==> config.mk <==
export PLATFORM = sky130hd
export DESIGN_NAME = hamming_encode
export DESIGN_NICKNAME = d
export VERILOG_FILES = /design/src/rtl/hamming_encode.sv
export SDC_FILE = /design/constraint.sdc
export NUM_CORES = 1
export LEC_CHECK = 0
export ABC_AREA = 1
export BUFFER_PORTS_ARGS = -buffer_cell sky130_fd_sc_hd__buf_2
export CELL_PAD_IN_SITES_DETAIL_PLACEMENT = 1
export CELL_PAD_IN_SITES_GLOBAL_PLACEMENT = 2
export CORE_ASPECT_RATIO = 0.75
export CORE_MARGIN = 2
export CORE_UTILIZATION = 31
export CTS_CLUSTER_SIZE = 28
export DETAILED_ROUTE_END_ITERATION = 6
export PLACE_DENSITY_LB_ADDON = 0.1
export SLEW_MARGIN = 20
export SYNTH_ARGS = -nofsm -noshare
export SYNTH_HDL_FRONTEND = slang
export SYNTH_SLANG_ARGS = --single-unit
export TNS_END_PERCENT = 30
==> constraint.sdc <==
create_clock -name clk -period 2.95 [get_ports clk]
set_clock_uncertainty 0.15 [all_clocks]
set_input_delay 0.59 -clock clk [delete_from_list [all_inputs] [get_ports clk]]
set_output_delay 0.59 -clock clk [all_outputs]
set_load 0.01 [all_outputs]
==> src/rtl/hamming_encode.sv <==
// Two-stage SECDED encoder: stage 1 fills the Hamming parity positions of a packed
// word, stage 2 writes the overall parity bit into position 0. Valid/ready with full throughput.
module hamming_encode #(
  parameter int DATA_WIDTH = 32,
  // Smallest r with 2^r >= DATA_WIDTH + r + 1
  parameter int ADDR_WIDTH = (DATA_WIDTH <= 1)    ? 2  :
                             (DATA_WIDTH <= 4)    ? 3  :
                             (DATA_WIDTH <= 11)   ? 4  :
                             (DATA_WIDTH <= 26)   ? 5  :
                             (DATA_WIDTH <= 57)   ? 6  :
                             (DATA_WIDTH <= 120)  ? 7  :
                             (DATA_WIDTH <= 247)  ? 8  :
                             (DATA_WIDTH <= 502)  ? 9  :
                             (DATA_WIDTH <= 1013) ? 10 : 11,
  parameter int CODE_BITS  = ADDR_WIDTH + 1,
  parameter int WORD_WIDTH = DATA_WIDTH + CODE_BITS
) (
  input  logic                  clk,
  input  logic                  rst,
  input  logic                  in_valid,
  output logic                  in_ready,
  input  logic [WORD_WIDTH-1:0] in_data,
  output logic                  out_valid,
  input  logic                  out_ready,
  output logic [WORD_WIDTH-1:0] out_data
);

  localparam logic [WORD_WIDTH-1:0] ONE = WORD_WIDTH'(1);

  // Positions j (j >= 1) whose index has bit i set: the span of parity bit p_i.
  function automatic logic [WORD_WIDTH-1:0] cover_mask(input int i);
    logic [WORD_WIDTH-1:0] m;
    m = '0;
    for (int j = 1; j < WORD_WIDTH; j++) begin
      if (((j >> i) & 1) != 0) m = m | (ONE << j);
    end
    return m;
  endfunction

  function automatic logic [WORD_WIDTH-1:0] parity_positions();
    logic [WORD_WIDTH-1:0] m;
    m = ONE;
    for (int i = 0; i < ADDR_WIDTH; i++) m = m | (ONE << (1 << i));
    return m;
  endfunction

  localparam logic [WORD_WIDTH-1:0] POS_MASK = parity_positions();

  function automatic logic [WORD_WIDTH-1:0] add_hamming_parity(input logic [WORD_WIDTH-1:0] w);
    logic [WORD_WIDTH-1:0] masked;
    logic [WORD_WIDTH-1:0] r;
    masked = w & ~POS_MASK;
    r      = masked;
    for (int i = 0; i < ADDR_WIDTH; i++) begin
      if (^(masked & cover_mask(i))) r = r | (ONE << (1 << i));
    end
    return r;
  endfunction

  function automatic logic [WORD_WIDTH-1:0] add_overall_parity(input logic [WORD_WIDTH-1:0] w);
    logic [WORD_WIDTH-1:0] upper;
    upper = w & ~ONE;
    return upper | WORD_WIDTH'(^upper);
  endfunction

  logic                  vld_p1_q, vld_p1_d;
  logic                  vld_p2_q, vld_p2_d;
  logic [WORD_WIDTH-1:0] data_p1_q, data_p1_d;
  logic [WORD_WIDTH-1:0] data_p2_q, data_p2_d;
  logic                  adv1, adv2;

  always_comb begin
    adv2      = !vld_p2_q || out_ready;
    adv1      = !vld_p1_q || adv2;
    vld_p1_d  = vld_p1_q;
    data_p1_d = data_p1_q;
    vld_p2_d  = vld_p2_q;
    data_p2_d = data_p2_q;
    // Stage 1 boundary: masked word with Hamming parity inserted
    if (adv1) begin
      vld_p1_d = in_valid;
      if (in_valid) data_p1_d = add_hamming_parity(in_data);
    end
    // Stage 2 boundary: overall parity into position 0
    if (adv2) begin
      vld_p2_d = vld_p1_q;
      if (vld_p1_q) data_p2_d = add_overall_parity(data_p1_q);
    end
  end

  always_ff @(posedge clk or posedge rst) begin
    if (rst) begin
      vld_p1_q  <= 1'b0;
      vld_p2_q  <= 1'b0;
      data_p1_q <= '0;
      data_p2_q <= '0;
    end else begin
      vld_p1_q  <= vld_p1_d;
      vld_p2_q  <= vld_p2_d;
      data_p1_q <= data_p1_d;
      data_p2_q <= data_p2_d;
    end
  end

  assign in_ready  = adv1;
  assign out_valid = vld_p2_q;
  assign out_data  = data_p2_q;

endmodule

==> impl_metrics.json, run 1 <==
{
  "layout_commonest_cell": "nand2_1",
  "cts_sinks": 79,
  "p_leak_nw": 2.820,
  "ys_ff_latch": 79,
  "clk_pin_slew_worst_paths_ns": 0.06,
  "seq_area_mm2": 0.001977,
  "tritoncts": "yes",
  "die-area_mm2": 0.01485,
  "wl_met3_um": 459,
  "rows": 37,
  "final_nets": 693,
  "synth_cell_types": 16,
  "slew_violations": 0,
  "max_slew_margin": 0.5701,
  "rsz0062_at_grt": "no",
  "root_buffer": "clkbuf_16",
  "cp.required_ns": 3.01,
  "r2r_slack_ns": 1.18,
  "outcome": "complete, no violations",
  "path_buf_inv": 4,
  "vias_per_cell": 4.490,
  "setup_viol": 0,
  "post_synth.cell_area_avg_um2": 7.509,
  "min_period_ns": 1.800,
  "cts_max_level": 3,
  "worst_slew_pin_slew_ns": 0.6449,
  "pre_cts_ws_ns": 0.7483,
  "reg2reg_to": "data_p1_q[24]$_DFFE_PP0P_",
  "cts_buffers": 9,
  "path_cells": "buf_2 > inv_1 > nand3_1 > nand2_1 > clkinv_1 > buf_4 > nand2_1 > o21ai_0",
  "wire_per_inst_um": 13.68,
  "period_share": 0.6103,
  "vias": 3731,
  "yosysWarnings": 0,
  "synth_top_area_frac": 0.4594,
  "critical-path-top-delay-family": "buffers and inverters",
  "io_buffers": 76,
  "crit_slowest_cell": "buf_4",
  "yosysSeqAreaShare": 0.4594,
  "die_height_um": 106.0,
  "hold_buffers": 0,
  "fillCellCount": 1691,
  "antenna_found_initial": 1,
  "ir_drop_v": 0.0002973,
  "place_congestion": 0.7062,
  "hold_path.class": "in2async",
  "synthesis.nets": 616,
  "worst_slack_ns": 1.150,
  "grt_first_pass_wirelength_um": 19620,
  "crit_path_end_kind": "flip-flop",
  "io-pin-count": 84,
  "r2r_cells": 6,
  "ant_nets": 0,
  "hpwl_um": 8433,
  "final_cell_mix": "275 x nand2_1, 79 x dfrtp_1, 76 x buf_2",
  "drive_gt1_frac": 0.1588,
  "postSynthCellCount": 573,
  "grt_max_degree": 80,
  "grt_use_total": 0.1669,
  "syn-cell-area_mm2": 0.004303,
  "cp_common_cell": "nand2_1",
  "crit_type": "in2reg",
  "synth_area_leader_cell": "dfrtp_1",
  "startpoint_type": "input port",
  "dieWidth_um": 140.0,
  "syn2layout_area_growth_pct": 20.79,
  "wl_met2_um": 5010,
  "cts_setup_buffers": 0,
  "gr-total-overflow": 0,
  "crit_arrival_ns": 1.86,
  "max_freq_ghz": 0.5554,
  "regToRegStartpoint": "vld_p1_q$_DFFE_PP0P_",
  "critPathMaxStageDelay_ns": 0.38,
  "clk_path_buf_depth": 2,
  "power_density_mw_per_mm2": 802.0,
  "synthTopCellsByArea": "dfrtp_1 46%, nand2_1 24%, o21ai_0 7.1%",
  "hold_violations": 0,
  "initial_core_util": 0.3151,
  "route.detailed.drc": 0,
  "coreArea_mm2": 0.01366,
  "drt_iter0_drc": 155,
  "drt_wl_total_um": 11370,
  "final.setup.tns_ns": 0,
  "maxCapViolCount": 0,
  "cts_repair_resize_count": 0,
  "dr.pass1.iters": 6,
  "clk_latency_ns": 0.34,
  "multi_input_area_mm2": 0.002057,
  "cp_max_fo": 34,
  "grt_pass1_vias": 4024,
  "wl_met1_um": 5775,
  "routed.top_layer": "met4",
  "hold_ws_ns": 0.1645
}
## worst max-delay path by stage
stage,start,endpoint,slack (ns),cells past startpoint
final,out_ready,data_p1_q[24]$_DFFE_PP0P_,1.15,8
after global routing,in_data[36],data_p1_q[4]$_DFFE_PP0P_,0.90,9
after CTS,out_ready,data_p1_q[30]$_DFFE_PP0P_,1.10,8
after detailed placement,in_data[36],data_p1_q[4]$_DFFE_PP0P_,0.75,9
after global placement,in_data[36],data_p1_q[4]$_DFFE_PP0P_,0.83,9
after floorplan,rst,data_p1_q[10]$_DFFE_PP0P_,0.19,1
## cell families (layout without fill, tap and decap cells)
| group | after synthesis | in the layout | share of synthesized area |
|---|---|---|---|
| DFF | 79 | 79 | 0.4594 |
| xor gates and xnor gates | 63 | 63 | 0.1404 |
| buffers and inverters | 72 | 154 | 0.06310 |
| other | 0 | 1 | 0 |
| and+or+nand+nor | 296 | 296 | 0.2637 |
| AOI/OAI and AO/OA | 63 | 63 | 0.07328 |
## state kept, by name, summed over array words and instances (netlist names)
register	count
data_p1_q	38
out_data	39
out_valid	1
vld_p1_q	1
## synth_stat cells
cell	count
nand3b_1	1
buf_2	1
o21ai_0	61
xnor2_1	31
xor2_2	1
nand4_1	1
xor2_1	25
inv_1	57
nor2_1	4
o21ai_1	2
clkinv_1	1
clkbuf_1	13
xnor2_2	6
dfrtp_1	79
nand2_1	276
nand3_1	14
## where the power goes
| part | leakage (nW) | total [mW] | switching (mW) | internal [mW] |
|---|---|---|---|---|
| Clock | 0.138 | 1.14 | 0.466 | 0.678 |
| Sequential | 0.978 | 1.55 | 0.190 | 1.36 |
| Combinational | 1.70 | 1.48 | 0.917 | 0.558 |
| Total | 2.82 | 4.17 | 1.57 | 2.60 |
## metrics by stage
stage | power [mW] | utilization | instance area, um2 | instances
finish | 4.168 | 0.3806 | 5197 | 831
floorplan | 2.547 | - | 4303 | 573
global placement | 2.993 | 0.3584 | 4895 | 814
global route | 4.531 | 0.3804 | 5195 | 830
detailed placement | 3.069 | 0.3584 | 4895 | 814
CTS | 4.240 | 0.3804 | 5195 | 830
## metal layers
metal | global-route usage | vias to the layer above
met1 | 0.2281 | 1767
met4 | 0.04113 | 0
li1 | - | 1892
met3 | 0.03964 | 10
met2 | 0.2688 | 62
met5 | 0 | -
## area by class of cell
type / count / area share
sequential: 79 / 0.3804
clock inverter: 5 / 0.01107
inverter: 58 / 0.04213
multi-input combinational: 422 / 0.3958
clock buffer: 11 / 0.04670
timing repair buffer: 80 / 0.08137
antenna: 1 / 0.0004815
tap: 175 / 0.04213
## tightest hold or removal path: stages
cell	delay, ns
buf_2	0.10
clkinv_2	0.05
buf_12	0.33
Note: power is estimated with default switching activity, not from simulation.
==> inputs of run 2 (changes only) <==
==> constraint.sdc (replaced) <==
create_clock -name clk -period 1.7 [get_ports clk]
set_clock_uncertainty 0.15 [all_clocks]
set_input_delay 0.34 -clock clk [delete_from_list [all_inputs] [get_ports clk]]
set_output_delay 0.34 -clock clk [all_outputs]
set_load 0.01 [all_outputs]
==> impl_metrics.json, run 2 (synthesized netlist as in run 1, its figures left out) <==
{
  "outcome": "complete, but fails checks",
  "violations": "design-rule violations, negative setup slack",
  "place_congestion": 0.7270,
  "cp.required_ns": 1.83,
  "io-pin-count": 84,
  "period_share": 1.001,
  "slew_violations": 0,
  "grt_pass1_vias": 4182,
  "instances_no_fill": 872,
  "min_period_ns": 1.702,
  "max_slew_margin": 0.7577,
  "cp_max_fo": 3,
  "hold_ws_ns": 0.08900,
  "clk_path_buf_depth": 2,
  "place_area_mm2": 0.005190,
  "coreArea_mm2": 0.01366,
  "setup_viol": 1,
  "vias": 3933,
  "ir_drop_v": 0.0005168,
  "crit_end": "out_data[0]$_DFFE_PP0P_",
  "maxCapViolCount": 0,
  "reg2reg_to": "out_data[0]$_DFFE_PP0P_",
  "crit_type": "reg2reg",
  "cts_buffers": 9,
  "cts_max_level": 3,
  "root_buffer": "clkbuf_16",
  "placedCellCount": 848,
  "dr.pass1.iters": 7,
  "drive_gt1_frac": 0.3242,
  "drt_iter0_drc": 137,
  "rows": 37,
  "r2r_slack_ns": -0.002,
  "pre_cts_ws_ns": -0.09152,
  "tritoncts": "yes",
  "antenna_found_initial": 0,
  "ant_nets": 0,
  "syn2layout_area_growth_pct": 34.17,
  "grt_use_total": 0.1747,
  "io_buffers": 76,
  "power_density_mw_per_mm2": 1370,
  "regToRegStartpoint": "data_p1_q[25]$_DFFE_PP0P_",
  "utilization": 0.4227,
  "grt_first_pass_wirelength_um": 20410,
  "hold_path.class": "in2reg",
  "clk_pin_slew_worst_paths_ns": 0.06,
  "dieWidth_um": 140.0,
  "startpoint_type": "flip-flop",
  "cp-startpoint": "data_p1_q[25]$_DFFE_PP0P_",
  "layout_commonest_cell": "nand2_1",
  "crit_arrival_ns": 1.84,
  "worst_slew_pin_slew_ns": 0.3622,
  "initial_core_util": 0.3151,
  "diodes": 0,
  "die_height_um": 106.0,
  "p_leak_nw": 3.057,
  "worst_slack_ns": -0.001526,
  "hold_violations": 0,
  "gr-total-overflow": 0,
  "vias_per_cell": 4.510,
  "route.detailed.drc": 3,
  "wire_per_inst_um": 13.84,
  "clk_latency_ns": 0.35,
  "crit_path_end_kind": "flip-flop",
  "final_cell_mix": "231 x nand2_1, 76 x buf_2, 70 x dfrtp_1",
  "hpwl_um": 9023,
  "largest_reg_flops": 39,
  "rsz0062_at_grt": "yes",
  "drt_wl_total_um": 12070,
  "grt_max_degree": 45,
  "r2r_cells": 13,
  "max_freq_ghz": 0.5877,
  "final_nets": 735,
  "cts_sinks": 79,
  "fillCellCount": 1693,
  "fin_area_mm2": 0.005773,
  "die-area_mm2": 0.01485,
  "final.setup.tns_ns": -0.001526,
  "p_total_mw": 7.910
}
-- run 2: changes by cell type in the layout (fill, tap and decap cells not counted), sizes merged --
| cell | previous run | this run |
|---|---|---|
| diode | 1 | 0 |
| buf | 80 | 121 |
| bufinv | 1 | 2 |
| dlygate4sd3 | 0 | 1 |
| clkbuf | 11 | 10 |
-- run 2: layout make-up --
class / instances / area, um2 / area share
Tap cell: 175 / 219.0 / 0.03793
Clock inverter: 6 / 85.08 / 0.01474
Inverter: 58 / 221.5 / 0.03836
Sequential cell: 79 / 1988 / 0.3444
Clock buffer: 10 / 229.0 / 0.03966
Multi-Input combinational cell: 422 / 2252 / 0.3901
Timing Repair Buffer: 122 / 778.2 / 0.1348
-- run 2: worst min path at each step --
stage	from	endpoint	slack (ns)	depth (start not counted)
6_report	in_data[12]	data_p1_q[12]$_DFFE_PP0P_	0.09	3
5_1_grt	in_data[33]	data_p1_q[33]$_DFFE_PP0P_	0.1	3
4_1_cts	in_data[12]	data_p1_q[12]$_DFFE_PP0P_	0.08	3
3_5_place_dp	rst	out_data[6]$_DFFE_PP0P_	0.20	2
3_3_place_gp	rst	out_data[6]$_DFFE_PP0P_	0.19	2
2_1_floorplan	in_data[14]	data_p1_q[14]$_DFFE_PP0P_	0.30	2
-- run 2: metal layers --
layer	up-vias	wire [um]	global-route usage
met5	-	0	0
met4	0	125	0.04040
met3	10	436	0.05135
met2	61	5637	0.2878
met1	1876	5866	0.2284
li1	1986	-	-
-- run 2: where the power goes --
part,total [mW],leakage [nW],internal (mW),switching (mW)
Combinational,3.07,1.94,1.26,1.81
Clock,2.10,0.148,1.28,0.819
Sequential,2.74,0.968,2.37,0.370
Total,7.91,3.06,4.91,3.00
-- run 2: worst max-delay path, cell delays in order (launching register included) --
cell	delay [ns]
dfrtp_2	0.44
nor2_4	0.15
inv_1	0.06
nand2_2	0.07
nand2_1	0.08
nand2_1	0.07
nand2_1	0.06
nand2_2	0.08
nand2_1	0.06
nand2_2	0.07
nand2_1	0.07
nand3_1	0.11
nand3_2	0.10
nand2_1	0.08
-- run 2: timing repair --
action / in CTS / in global routing
gates resized for setup: 14 / 73
hold buffers: 1 / 0
hold endpoints to repair: 12 / 0
pin swaps: 0 / 21
setup buffers: 0 / 7
setup endpoints to repair: 1 / 1
